<file path="src/rtl/console_pkg.sv">
// Shared definitions for the text-console pipeline: stream field layout,
// colours and screen geometry in character cells.
package console_pkg;

  localparam int STREAM_W = 26;

  // Stream field indices
  localparam int ACTIVE  = 0;
  localparam int VS      = 1;
  localparam int HS      = 2;
  localparam int YC_LSB  = 3;
  localparam int YC_MSB  = 12;
  localparam int XC_LSB  = 13;
  localparam int XC_MSB  = 22;
  localparam int R       = 23;
  localparam int G       = 24;
  localparam int B       = 25;
  localparam int RGB_LSB = 23;
  localparam int RGB_MSB = 25;
  localparam int VGA_MSB = 22;
  localparam int VGA_W   = 23;

  // Colours, {B,G,R}
  localparam logic [2:0] COL_BLACK = 3'b000;
  localparam logic [2:0] COL_GREEN = 3'b010;
  localparam logic [2:0] COL_BLUE  = 3'b100;

  localparam int screenW = 40;
  localparam int screenH = 30;

endpackage

</file>
<file path="src/rtl/console_blink_timer.sv">
// Cursor blink timer: counts VS rising edges and toggles blink_phase every
// BLINK_FRAMES frames. blink_phase comes out of reset high.
module console_blink_timer #(
  parameter int BLINK_FRAMES = 30
) (
  input  logic px_clk,
  input  logic rst_n,
  input  logic vs,
  output logic blink_phase
);

  localparam int CNT_W = (BLINK_FRAMES > 1) ? $clog2(BLINK_FRAMES) : 1;
  localparam logic [CNT_W-1:0] CNT_LAST = CNT_W'(BLINK_FRAMES - 1);
  localparam logic [CNT_W-1:0] CNT_ONE  = CNT_W'(1);

  logic             vs_r;
  logic [CNT_W-1:0] cnt_r;
  logic             tick_s;

  assign tick_s = vs & ~vs_r;

  // VS history, frame counter and blink phase
  always_ff @(posedge px_clk or negedge rst_n) begin
    if (!rst_n) begin
      vs_r        <= 1'b0;
      cnt_r       <= '0;
      blink_phase <= 1'b1;
    end else begin
      vs_r <= vs;
      if (tick_s) begin
        if (cnt_r == CNT_LAST) begin
          cnt_r       <= '0;
          blink_phase <= ~blink_phase;
        end else begin
          cnt_r <= cnt_r + CNT_ONE;
        end
      end
    end
  end

endmodule

</file>
<file path="src/rtl/console_glyph_render.sv">
// Glyph renderer: 3-stage pipeline fetching glyph rows and painting FG/BG
// with a blinking block cursor. CONSOLE_GRID_EN adds a blue cell grid.
module console_glyph_render
  import console_pkg::*;
#(
  parameter int         size         = 16,
  parameter int         CHAR_W       = 8,
  parameter logic [2:0] FG_RGB       = 3'b010,
  parameter logic [2:0] BG_RGB       = 3'b000,
  parameter int         BLINK_FRAMES = 30
) (
  input  logic                     px_clk,
  input  logic                     rst_n,
  input  logic [STREAM_W-1:0]      RGBStr_i,
  input  logic [9:0]               pos_x,
  input  logic [9:0]               pos_y,
  input  logic [CHAR_W-1:0]        char_i,
  output logic [CHAR_W+$clog2(size)-1:0] addr_glyph,
  input  logic [size-1:0]          glyph_row,
  input  logic                     cursor_en,
  input  logic [6:0]               cursor_col,
  input  logic [6:0]               cursor_row,
  output logic [STREAM_W-1:0]      RGBStr_o
);

  localparam int pS = $clog2(size);

  logic [pS-1:0]    row_s, col_s, bit_idx_s;
  logic             hit_s, bit_s, inv_s, blink_phase_s;
  logic [2:0]       rgb_s;
  logic [VGA_W-1:0] stream_s0_r, stream_s1_r;
  logic [pS-1:0]    col_s0_r, col_s1_r;
  logic             hit_s0_r, hit_s1_r;
  logic [2:0]       unused_rgb_s;

  assign unused_rgb_s = RGBStr_i[RGB_MSB:RGB_LSB];

  console_blink_timer #(.BLINK_FRAMES(BLINK_FRAMES)) u_blink (
    .px_clk      (px_clk),
    .rst_n       (rst_n),
    .vs          (RGBStr_i[VS]),
    .blink_phase (blink_phase_s)
  );

  // Cell-relative offsets (modulo size) and full-width cursor cell match
  always_comb begin
    row_s = RGBStr_i[YC_LSB +: pS] - pos_y[pS-1:0];
    col_s = RGBStr_i[XC_LSB +: pS] - pos_x[pS-1:0];
    hit_s = cursor_en && ((pos_x >> pS) == 10'(cursor_col))
                      && ((pos_y >> pS) == 10'(cursor_row));
  end

`ifdef CONSOLE_GRID_EN
  logic grid_s, grid_s0_r, grid_s1_r;
  assign grid_s = (col_s == {pS{1'b1}}) || (row_s == {pS{1'b1}});

  // Grid flag follows the pixel through S0/S1
  always_ff @(posedge px_clk or negedge rst_n) begin
    if (!rst_n) begin
      grid_s0_r <= 1'b0;
      grid_s1_r <= 1'b0;
    end else begin
      grid_s0_r <= grid_s;
      grid_s1_r <= grid_s0_r;
    end
  end
`endif

  // S0 (glyph address) and S1 (ROM latency slot) registers
  always_ff @(posedge px_clk or negedge rst_n) begin
    if (!rst_n) begin
      addr_glyph  <= '0;
      stream_s0_r <= '0;
      col_s0_r    <= '0;
      hit_s0_r    <= 1'b0;
      stream_s1_r <= '0;
      col_s1_r    <= '0;
      hit_s1_r    <= 1'b0;
    end else begin
      addr_glyph  <= {char_i, row_s};
      stream_s0_r <= RGBStr_i[VGA_MSB:0];
      col_s0_r    <= col_s;
      hit_s0_r    <= hit_s;
      stream_s1_r <= stream_s0_r;
      col_s1_r    <= col_s0_r;
      hit_s1_r    <= hit_s0_r;
    end
  end

  // S2 colour select; ~col is size-1-col since size is a power of two
  always_comb begin
    bit_idx_s = ~col_s1_r;
    bit_s     = glyph_row[bit_idx_s];
    inv_s     = hit_s1_r & blink_phase_s;
    if (stream_s1_r[ACTIVE]) begin
`ifdef CONSOLE_GRID_EN
      if (grid_s1_r) begin
        rgb_s = COL_BLUE;
      end else if (bit_s ^ inv_s) begin
        rgb_s = FG_RGB;
      end else begin
        rgb_s = BG_RGB;
      end
`else
      if (bit_s ^ inv_s) begin
        rgb_s = FG_RGB;
      end else begin
        rgb_s = BG_RGB;
      end
`endif
    end else begin
      rgb_s = COL_BLACK;
    end
  end

  // Registered output stream
  always_ff @(posedge px_clk or negedge rst_n) begin
    if (!rst_n) begin
      RGBStr_o <= '0;
    end else begin
      RGBStr_o <= {rgb_s, stream_s1_r};
    end
  end

endmodule
</file>
<file path="config.mk">
export PLATFORM = sky130hd
export DESIGN_NAME = console_glyph_render
export DESIGN_NICKNAME = d
export VERILOG_FILES = /design/src/rtl/console_pkg.sv /design/src/rtl/console_blink_timer.sv /design/src/rtl/console_glyph_render.sv
export SDC_FILE = /design/constraint.sdc
export NUM_CORES = 1
export LEC_CHECK = 0
export BUFFER_PORTS_ARGS = -buffer_cell sky130_fd_sc_hd__buf_2
export CAP_MARGIN = 10
export CORE_MARGIN = 2
export CORE_UTILIZATION = 47
export DETAILED_ROUTE_END_ITERATION = 7
export MAX_ROUTING_LAYER = met4
export PLACE_DENSITY = 0.78
export SLEW_MARGIN = 40
export SYNTH_ARGS = -nofsm -noshare
export SYNTH_HDL_FRONTEND = slang
export SYNTH_SLANG_ARGS = --single-unit
</file>
<file path="constraint.sdc">
create_clock -name px_clk -period 2.16 [get_ports px_clk]
set_input_delay 0.432 -clock px_clk [delete_from_list [all_inputs] [get_ports px_clk]]
set_output_delay 0.432 -clock px_clk [all_outputs]
set_load 0.01 [all_outputs]
</file>
# After elaboration in Yosys (flattened, before gate mapping)
# Cells that the tools add are included.
# totals
reg_bits	100
input_bits	87
output_inout_bits	38
word_cells	32
# classes
add_sub_neg	3
order_cmp	1
n_eq_ne	3
n_mux	5
n_bitwise	6
n_reduce_logical	3
# op_table
operator	n
6-bit by 7-bit equality test with 1-bit output	2
4-bit subtractor	2
5-bit by 1-bit adder with 5-bit output (second input constant)	1
5-bit equality test (second input constant)	1
4-bit by 5-bit < comparator with 1-bit output (second input constant)	1
5-bit two-way mux	1
1-bit binary-select mux with 4-bit select	1
2-bit two-way mux	2
4-bit inverter	1
1-bit bitwise AND	2
1-bit logical AND	2
1-bit inverter	2
2-bit AND reduction	1
1-bit two-way mux	1
1-bit XOR	1

# Logic depth before layout (Yosys ltp)
# Gate-level depths: netlist (run 1).
# depth
word_depth	6
depth_mapped	6
depth_no_buf	6

# Cells and area by module
# Synthesis (run 1) repeated with hierarchy kept, for this count alone.
# unflattened
hier_cells	182
area_unflattened_um2	3184.3
# by_module_without_submodules
module	instances	cells_per_inst	area_each_um2	seq_area_each_um2
console_glyph_render	1	149	2835.2	2302.2
console_blink_timer	1	33	349.1	176.4

# Least setup slack after synthesis (run 1)
# No wires, ideal clock.
# synth_path
kind	register -> register
start	register col_s1_r[2]
end	register RGBStr_o[24]
setup_ns	0.119
arrival_ns	1.682
t_required_ns	2.041
slack_ns	0.359
stages_incl_launch_ff	5
path_buffers	0
synth_period_minus_slack_ns	1.801
path_cell_list	dfrtp_1 -> mux4_1 -> mux4_2 -> xnor2_1 -> and2_1
# synth_via
elab_chain_cells	6
# synth_rtl
item	line	rtl
start, declared	console_glyph_render.sv:32	logic [pS-1:0] col_s0_r, col_s1_r;
start signal, assigned	console_glyph_render.sv:85	col_s1_r <= col_s0_r;
4-bit inverter	console_glyph_render.sv:92	bit_idx_s = ~col_s1_r;
1-bit binary-select mux with 4-bit select	console_glyph_render.sv:93	bit_s = glyph_row[bit_idx_s];
1-bit two-way mux (implied by the code)	console_glyph_render.sv:93	
1-bit XOR	console_glyph_render.sv:105	if (bit_s ^ inv_s) begin
2-bit two-way mux	console_glyph_render.sv:105	
2-bit two-way mux	console_glyph_render.sv:95	if (stream_s1_r[ACTIVE]) begin
named net rgb_s[1]	console_glyph_render.sv:30	logic [2:0] rgb_s;
end signal, assigned	console_glyph_render.sv:121	RGBStr_o <= {rgb_s, stream_s1_r};
end, declared	console_glyph_render.sv:23	output logic [STREAM_W-1:0] RGBStr_o
# The timed path passes the listed nets, and every way through them passes these cells. The select of a mux whose other input is x is not followed.
# A chain may end at the register's enable or synchronous reset.

# Final worst setup path (run 1)
# Ends and elaborated chain as after synthesis.

==> impl_results.md, run 1 <==
* Status: finished with violations
* Failing checks: DRC
* Min-delay worst type: input port to asynchronous set/reset pin
* Root buf cell: clkbuf_8
* Yosys warning total at 0
* Syn Inst Count at 180
* Synth Area in Simple Gates at 3.385%
* CTS tree: yes
* Via count at 1779
* Layout cell share with drive strength beyond 1 at 44.13%
* Nets at 407
* DRC viols at 2
* Max-slew violations at 0
* Die ar. at 7355 µm²
* Max-cap violations at 0
* Commonest cells after routing, fill and taps aside: buf_2, dfrtp_1, xnor2_1, inv_1, clkbuf_8
* Cell Area, Placed at 3849 µm²
* Critical Path End Type: flip-flop
* Xor-xnor portion of the synthesized cell area at 5.575%
* Pre-Repair DR Iteration Count at 6
* Grt total ovfl at 0
* Top cells by area, synth: dfrtp_1, xnor2_1, mux4_1
* Placed insts at 376
* I/O Buffers at 119
* Postcts setup bufs at 0
* Static Leak at 2.023 nW
* Initial DRC count at 43
* WP data arrival at 2180 ps
* All-Layer GR Usage at 16.68%
* N_diodes at 0
* Largest family of logic cells by synthesized area: XOR/XNOR gates
* Fin area at 4043 µm²
* Worst vdd ir at 0.0005352 V
* Pwr/cell area at 892.4 nW/µm²
* CP max stage delay at 580 ps
* Top Ports at 125
* Synth Area in Compound Gates at 2.389%
* Top cell type's share of synthesized area at 77.26%
* CTS buffer count at 9
* Die H at 85.76 µm
* Core footprint at 6422 µm²
* Area share of fa/ha/maj cells after synthesis at 4.460%
* Mux share of post-synthesis cell area at 4.062%
* Initial Util at 48.92%
* FP Rows at 29
* Final setup fails at 0
* RSZ-0062 raised after global routing: false
* Post-synth top area cell: dfrtp_1
* First-pass GRT wire length at 8.928 mm
* P&R area growth vs syn at 28.67%
* H-tree levels at 3
* Total clock sinks at 98
* Post-DRT Antenna Nets at 0
* Setup TNS at 0 ps
* Hold buffer count at cts at 0
* Min Clock Period, post-route at 1930 ps
* FILL cells at 482
* CTS max path bufs at 2
* Critical-path maximum fanout at 4
* Post-synth cell types at 26
* Worst-Skew Late Latency at 360 ps
* Synthesized flop and latch total at 98
* Crit Path Category: flip-flop to flip-flop
* Die width at 85.76 µm
* HPWL Detailed at 4.040 mm
* Clk slew on worst S/H paths at 100 ps
* Cell Area, Synth at 3142 µm²
* CP Launch Type: flip-flop
* Wire length per cell at 13.54 µm
* Register Area at 2454 µm²
* Final clock skew at 11.55 ps
* CP top delay family: multiplexers
* Via/cell ratio at 4.538
* WP data required at 2410 ps
* Cell Count, Final, Fillers Out at 392
* Worst-Margin Slew at 513.4 ps
* CP cell instances: mux4_1, mux4_2, xnor2_1, and2_1
* Number of antenna violations at the first check in global routing at 0
* Fin crit share at 89.35%
* # resized after CTS at 0
* Vias in the first global route at 1867
* Placer Congestion at 0.7202
* Slew Limit Headroom at 65.78%
* Most common cell after layout, fill and taps aside: buf_2
* Slowest-stage cell, CP: mux4_1
* Largest net degree at the start of global routing at 43
* Seq/Total Area, Yosys at 78.10%
* Multi-input gate area at 631.9 µm²
* Final Hold Vio Count at 0
* Post-Route WL at 5.309 mm
* Crit path buffers/inverters at 0
* Syn_area_per_cell at 17.45 µm²
* Fmax at 0.5182 GHz
through the flow:
| stage | setup slack [ps] | utilization, % | total power, W | hold WS [ps] |
|---|---|---|---|---|
| floorplan | 358.6 | - | 0.002303 | 136.4 |
| global placement | 248.3 | 59.93 | 0.002494 | 331.3 |
| detailed placement | 195.9 | 59.93 | 0.002526 | 334.7 |
| CTS | 213.6 | 62.95 | 0.003653 | 39.99 |
| global route | 157.3 | 62.95 | 0.003810 | 55.13 |
| finish | 230.1 | 62.95 | 0.003608 | 32.46 |
flip-flops by register name, indices dropped and copies added (netlist names):
register             cells
RGBStr_o                24
addr_glyph              12
col_s0_r                 4
col_s1_r                 4
hit_s0_r                 1
hit_s1_r                 1
stream_s0_r             23
stream_s1_r             23
u_blink.blink_phase      1
u_blink.cnt_r            5
metal layers:
metal / part of all wire [%] / vias up / GRT usage, %
li1: - / 848 / -
met1: 38 / 875 / 19.89
met2: 56 / 49 / 27.56
met3: 3.8 / 7 / 3.850
met4: 1.7 / 0 / 6.926
met5: 0 / - / -
layout make-up:
type | instances | area share (%)
clock buffers | 10 | 3.405
clock inverters | 6 | 1.393
inverters | 11 | 1.021
multi-input cells | 69 | 15.63
flip-flops and latches | 98 | 60.69
well taps | 77 | 2.383
repair buffers | 121 | 15.48
worst paths after layout:
| kind | start | slack (ps) | end | cells after the start |
|---|---|---|---|---|
| min in group px_clk | char_i[3] | 170 | addr_glyph[7] | 1 |
| worst min register to register | stream_s1_r[22] | 350 | RGBStr_o[22] | 0 |
| worst min-delay path | rst_n | 30 | RGBStr_o[18] | 1 |
| worst max register to register | col_s1_r[2] | 230 | RGBStr_o[24] | 4 |
| worst max-delay path | col_s1_r[2] | 230 | RGBStr_o[24] | 4 |
| max in group asynchronous | rst_n | 1430 | stream_s0_r[3] | 2 |
where the power goes:
part	switching (W)	total, W	leakage, nW	internal, W
clock	0.000650	0.00113	0.0977	0.000479
combinational	0.000196	0.000411	0.778	0.000215
sequential	0.0000791	0.00207	1.15	0.00199
Yosys cell counts:
| cell type | instances |
|---|---|
| nor3_1 | 2 |
| nand3b_1 | 2 |
| nand3_1 | 3 |
| xnor2_1 | 18 |
| buf_4 | 2 |
| conb_1 | 1 |
| and4_1 | 1 |
| o21ai_0 | 3 |
| a21oi_1 | 3 |
| fa_1 | 2 |
| nand4_1 | 2 |
| inv_1 | 11 |
| o31ai_1 | 3 |
| a21o_1 | 3 |
| dfstp_2 | 1 |
| nor4_1 | 1 |
| nor2_1 | 3 |
| mux4_1 | 4 |
| mux4_2 | 1 |
| ha_1 | 8 |
| and2_1 | 1 |
| nand2_1 | 4 |
| clkbuf_1 | 1 |
| nand2b_1 | 1 |
| dfrtp_1 | 97 |
| xor2_1 | 2 |
logic make-up after synthesis:
logic type,count (synthesis)
compound gates,12
xor+xnor,20
fa+ha+maj,10
buf+inv,14
flops,98
mux,5
other cells,1
simple gates,20
No activity file was read; power rests on OpenSTA's default activity.
==> inputs of run 2 (changes only) <==
--- a/config.mk
+++ b/config.mk
@@ -12,6 +12,7 @@
 export DETAILED_ROUTE_END_ITERATION = 7
 export MAX_ROUTING_LAYER = met4
 export PLACE_DENSITY = 0.78
+export RECOVER_POWER = 100
 export SLEW_MARGIN = 40
 export SYNTH_ARGS = -nofsm -noshare
 export SYNTH_HDL_FRONTEND = slang
==> impl_results.md, run 2 (synthesis gave the netlist of run 1 again) <==
* Status: finished with violations
* Failing checks: DRC
* Pre-Repair DR Iteration Count at 6
* Fin crit share at 89.30%
* Min Clock Period, post-route at 1929 ps
* Root buf cell: clkbuf_8
* Hold Path Stages at 1
* Worst-Skew Late Latency at 360 ps
* Via/cell ratio at 4.564
* Max-cap violations at 0
* Critical-path maximum fanout at 4
* Core footprint at 6422 µm²
* DRC viols at 2
* Multi-input gate area at 631.9 µm²
* Nets at 407
* First-pass GRT wire length at 8.928 mm
* Post-Route WL at 5.381 mm
* Regs by FF count: RGBStr_o x24, stream_s0_r x23, stream_s1_r x23
* Critical Path End Type: flip-flop
* Max-slew violations at 0
* Vias in the first global route at 1867
* Pwr/cell area at 906.1 nW/µm²
* Total clock sinks at 98
* FP Rows at 29
* Worst vdd ir at 0.0005344 V
* Final Hold Vio Count at 0
* Postcts setup bufs at 0
* Clk slew on worst S/H paths at 100 ps
* Initial Util at 48.92%
* Die ar. at 7355 µm²
* WP data required at 2410 ps
* CP Launch Type: flip-flop
* Min-delay worst type: input port to flip-flop
* Fmax at 0.5184 GHz
* Hold buffer count at cts at 0
* CTS buffer count at 9
* Top Ports at 125
* Reg2Reg Setup Slack at 230 ps
* Final clock skew at 11.89 ps
* Die width at 85.76 µm
* Pwr Total at 0.003593 W
* P&R area growth vs syn at 26.20%
* Crit Reg-Reg Startpoint: col_s1_r[2]
* CTS tree: yes
* Register Area at 2454 µm²
* CTS max path bufs at 2
* All-Layer GR Usage at 16.68%
* Slew Limit Headroom at 36.04%
* Commonest cells after routing, fill and taps aside: dfrtp_1, buf_2, clkbuf_1, xnor2_1, inv_1
* # resized after CTS at 0
* Setup TNS at 0 ps
* Post-DRT Antenna Nets at 0
* I/O Buffers at 119
* Wire length per cell at 13.73 µm
* Placer Congestion at 0.7202
* Number of antenna violations at the first check in global routing at 0
* Die H at 85.76 µm
* FILL cells at 514
* Most flops, register: RGBStr_o
* Crit Path Category: flip-flop to flip-flop
* HPWL Detailed at 4.040 mm
* RSZ-0062 raised after global routing: false
* FF-to-FF path depth at 4
* N_diodes at 0
* Largest register FFs at 24
* Initial DRC count at 42
* WP data arrival at 2180 ps
* Grt total ovfl at 0
* Worst-Margin Slew at 959.4 ps
* Reg-to-Reg End: RGBStr_o[24]
* Layout cell share with drive strength beyond 1 at 29.52%
* Static Leak at 1.888 nW
* H-tree levels at 3
* Via count at 1789
* Largest net degree at the start of global routing at 43
* Most common cell after layout, fill and taps aside: dfrtp_1
* Final setup fails at 0
* Hold path startpoint: char_i[3]
* Min-Delay Endpoint: addr_glyph[7]
## run 2: worst max-delay path by stage
stage            startpoint      endpoint  slack, ps  depth (start not counted)
2_1_floorplan   col_s1_r[2]  RGBStr_o[24]        360                          4
3_3_place_gp   glyph_row[8]  RGBStr_o[24]        250                          5
3_5_place_dp   glyph_row[8]  RGBStr_o[24]        200                          5
4_1_cts         col_s1_r[2]  RGBStr_o[24]        210                          4
5_1_grt         col_s1_r[2]  RGBStr_o[24]        140                          4
6_report        col_s1_r[2]  RGBStr_o[24]        230                          4
## run 2: where the power goes
| part | internal (W) | switching (W) |
|---|---|---|
| sequential | 0.00199 | 0.0000819 |
| combinational | 0.000195 | 0.000196 |
| clock | 0.000479 | 0.000651 |
## run 2: critical path, stage by stage (launching register included)
cell,delay (ps)
dfrtp_1,440
mux4_1,580
mux4_2,510
xnor2_1,140
and2_0,150
## run 2: per-layer routing
layer	GRT usage (%)	vias to the layer above	wire length, µm
li1	-	847	-
met1	19.89	876	2080
met2	27.56	59	2975
met3	3.850	7	232
met4	6.926	0	91
met5	-	-	0
## run 2: layout make-up
cell class	instances	area share (%)
inverter	11	1.041
sequential	98	61.88
clock buffer	10	3.471
timing repair buffer	121	13.82
clock inverter	6	1.420
multi-input combinational	69	15.94
tap	77	2.430
## run 2: stage by stage
step | hold WS (ps) | instance area [µm²] | setup WS, ps | std cells | util, %
final | 170.5 | 3965 | 231.1 | 392 | 61.74
after floorplan | 136.4 | 3146 | 358.6 | 181 | -
after global placement | 331.3 | 3849 | 248.3 | 376 | 59.93
after CTS | 39.99 | 4043 | 213.6 | 392 | 62.95
after detailed placement | 334.7 | 3849 | 195.9 | 376 | 59.93
after global routing | 141.2 | 3965 | 140.2 | 392 | 61.74
==> inputs of run 3 (changes only) <==
==> constraint.sdc (replaced) <==
create_clock -name px_clk -period 2.1 [get_ports px_clk]
set_input_delay 0.42 -clock px_clk [delete_from_list [all_inputs] [get_ports px_clk]]
set_output_delay 0.42 -clock px_clk [all_outputs]
set_load 0.01 [all_outputs]
==> impl_results.md, run 3 (synthesis gave the netlist of run 1 again) <==
* Status: finished with violations
* Failing checks: DRC
* Critical Path End Type: flip-flop
* RSZ-0062 raised after global routing: false
* WP data arrival at 2160 ps
* CP cell instances: mux4_1, mux4_2, xnor2_1, and2_0
* Post-Route WL at 5.134 mm
* DRC viols at 2
* Slew Limit Headroom at 32.49%
* Regs by FF count: RGBStr_o x24, stream_s0_r x23, stream_s1_r x23
* Hold Path Stages at 1
* Fin crit share at 92.06%
* CTS buffer count at 9
* Final clock skew at 10.81 ps
* P_sw at 0.0008738 W
* Vias in the first global route at 1786
* Reg2Reg Setup Slack at 170 ps
* Worst vdd ir at 0.0007556 V
* Initial DRC count at 47
* Fin area at 3973 µm²
* Post-DRT Antenna Nets at 0
* CP max stage delay at 580 ps
* Hold path startpoint: char_i[3]
* Power share of the combinational group at 10.8%
* Clk slew on worst S/H paths at 90 ps
* Crit Path Category: flip-flop to flip-flop
* Number of antenna violations at the first check in global routing at 0
* Postcts setup bufs at 0
* Die width at 85.76 µm
* Largest register FFs at 24
* Placer Congestion at 0.7440
* Via/cell ratio at 4.415
* Grt total ovfl at 0
* Layout cell share with drive strength beyond 1 at 29.43%
* FP Rows at 29
* HPWL Detailed at 3.941 mm
* Pwr/cell area at 926.7 nW/µm²
* H-tree levels at 3
* Crit Reg-Reg Startpoint: col_s1_r[2]
* Most common cell after layout, fill and taps aside: dfrtp_1
* Largest net degree at the start of global routing at 44
* Total clock sinks at 98
* Most flops, register: RGBStr_o
* Wire length per cell at 13.06 µm
* Design internal power at 0.002807 W
* Initial Util at 48.92%
* Min-Delay Endpoint: addr_glyph[7]
* Fmax at 0.5173 GHz
* Hold buffer count at cts at 0
* Min Clock Period, post-route at 1933 ps
* FF-to-FF path depth at 4
* Switching Fraction at 23.74%
* CTS tree: yes
* P&R area growth vs syn at 26.44%
* Die H at 85.76 µm
* First-pass GRT wire length at 8.500 mm
* Top Ports at 125
* # resized after CTS at 0
* Cell Area, Placed at 3856 µm²
* CP Launch Type: flip-flop
* CTS max path bufs at 2
* Commonest cells after routing, fill and taps aside: dfrtp_1, buf_2, clkbuf_1, xnor2_1, inv_1
* Worst-Margin Slew at 1013 ps
* N_diodes at 0
* Setup TNS at 0 ps
* Core footprint at 6422 µm²
* Nets at 408
* Final setup fails at 0
* All-Layer GR Usage at 15.75%
* Pre-Repair DR Iteration Count at 6
* Slowest-stage cell, CP: mux4_1
* Reg-to-Reg End: RGBStr_o[24]
* Min-delay worst type: input port to flip-flop
* Worst-Skew Late Latency at 350 ps
* Static Leak at 1.891 nW
* Via count at 1735
* Clock share of power at 31.3%
* Critical-path maximum fanout at 4
* I/O Buffers at 119
* Max-cap violations at 0
* WP data required at 2330 ps
* Final Hold Vio Count at 0
* Sequential power share at 57.8%
* Max-slew violations at 0
* Die ar. at 7355 µm²
* Root buf cell: clkbuf_8
-- run 3: cell type report --
type                       instances  area (µm²)
clock buffer                      11       131.4
clock inverter                     5       63.81
fill                             504        2450
timing repair buffer             122       554.3
tap                               77       96.34
multi-input combinational         69       631.9
inverter                          11       41.29
sequential                        98        2454
-- run 3: worst max path at each step --
stage	slack, ps	endpoint	from
2_1_floorplan	300	RGBStr_o[24]	col_s1_r[2]
3_3_place_gp	190	RGBStr_o[24]	glyph_row[8]
3_5_place_dp	150	RGBStr_o[24]	glyph_row[8]
4_1_cts	140	RGBStr_o[24]	col_s1_r[2]
5_1_grt	110	RGBStr_o[24]	col_s1_r[2]
6_report	170	RGBStr_o[24]	col_s1_r[2]
-- run 3: power groups by stage --
| stage | clock network (W) | registers, W | logic, W |
|---|---|---|---|
| floorplan | 0 | 0.00217 | 0.000196 |
| global placement | 0 | 0.00216 | 0.000411 |
| detailed placement | 0 | 0.00217 | 0.000429 |
| CTS | 0.00119 | 0.00213 | 0.000431 |
| global route | 0.00128 | 0.00215 | 0.000455 |
| finish | 0.00115 | 0.00213 | 0.000399 |
-- run 3: per-layer routing --
layer | vias to the layer above | track usage (%) | wire (µm)
met5 | - | - | 0
met1 | 829 | 19.78 | 2122
met4 | 0 | 6.494 | 97
met3 | 7 | 2.887 | 209
met2 | 49 | 25.57 | 2705
li1 | 850 | - | -
-- run 3: critical path: cells and delay by family (launching register included) --
| kind | cells | cell delay [ps] |
|---|---|---|
| AND/OR/NAND/NOR | 1 | 160 |
| multiplexers | 2 | 1080 |
| XOR/XNOR | 1 | 140 |
| flip-flops | 1 | 440 |
-- run 3: stage by stage --
stage / total power, W / utilization, % / hold WS [ps] / setup WS [ps] / std cells
floorplan: 0.002368 / - / 124.4 / 298.6 / 181
global placement: 0.002567 / 60.04 / 331.2 / 194.8 / 377
detailed placement: 0.002596 / 60.04 / 334.7 / 152.6 / 377
CTS: 0.003748 / 63.08 / 58.52 / 141.3 / 393
global route: 0.003887 / 61.85 / 150.9 / 112.4 / 393
finish: 0.003681 / 61.85 / 166.7 / 166.8 / 393
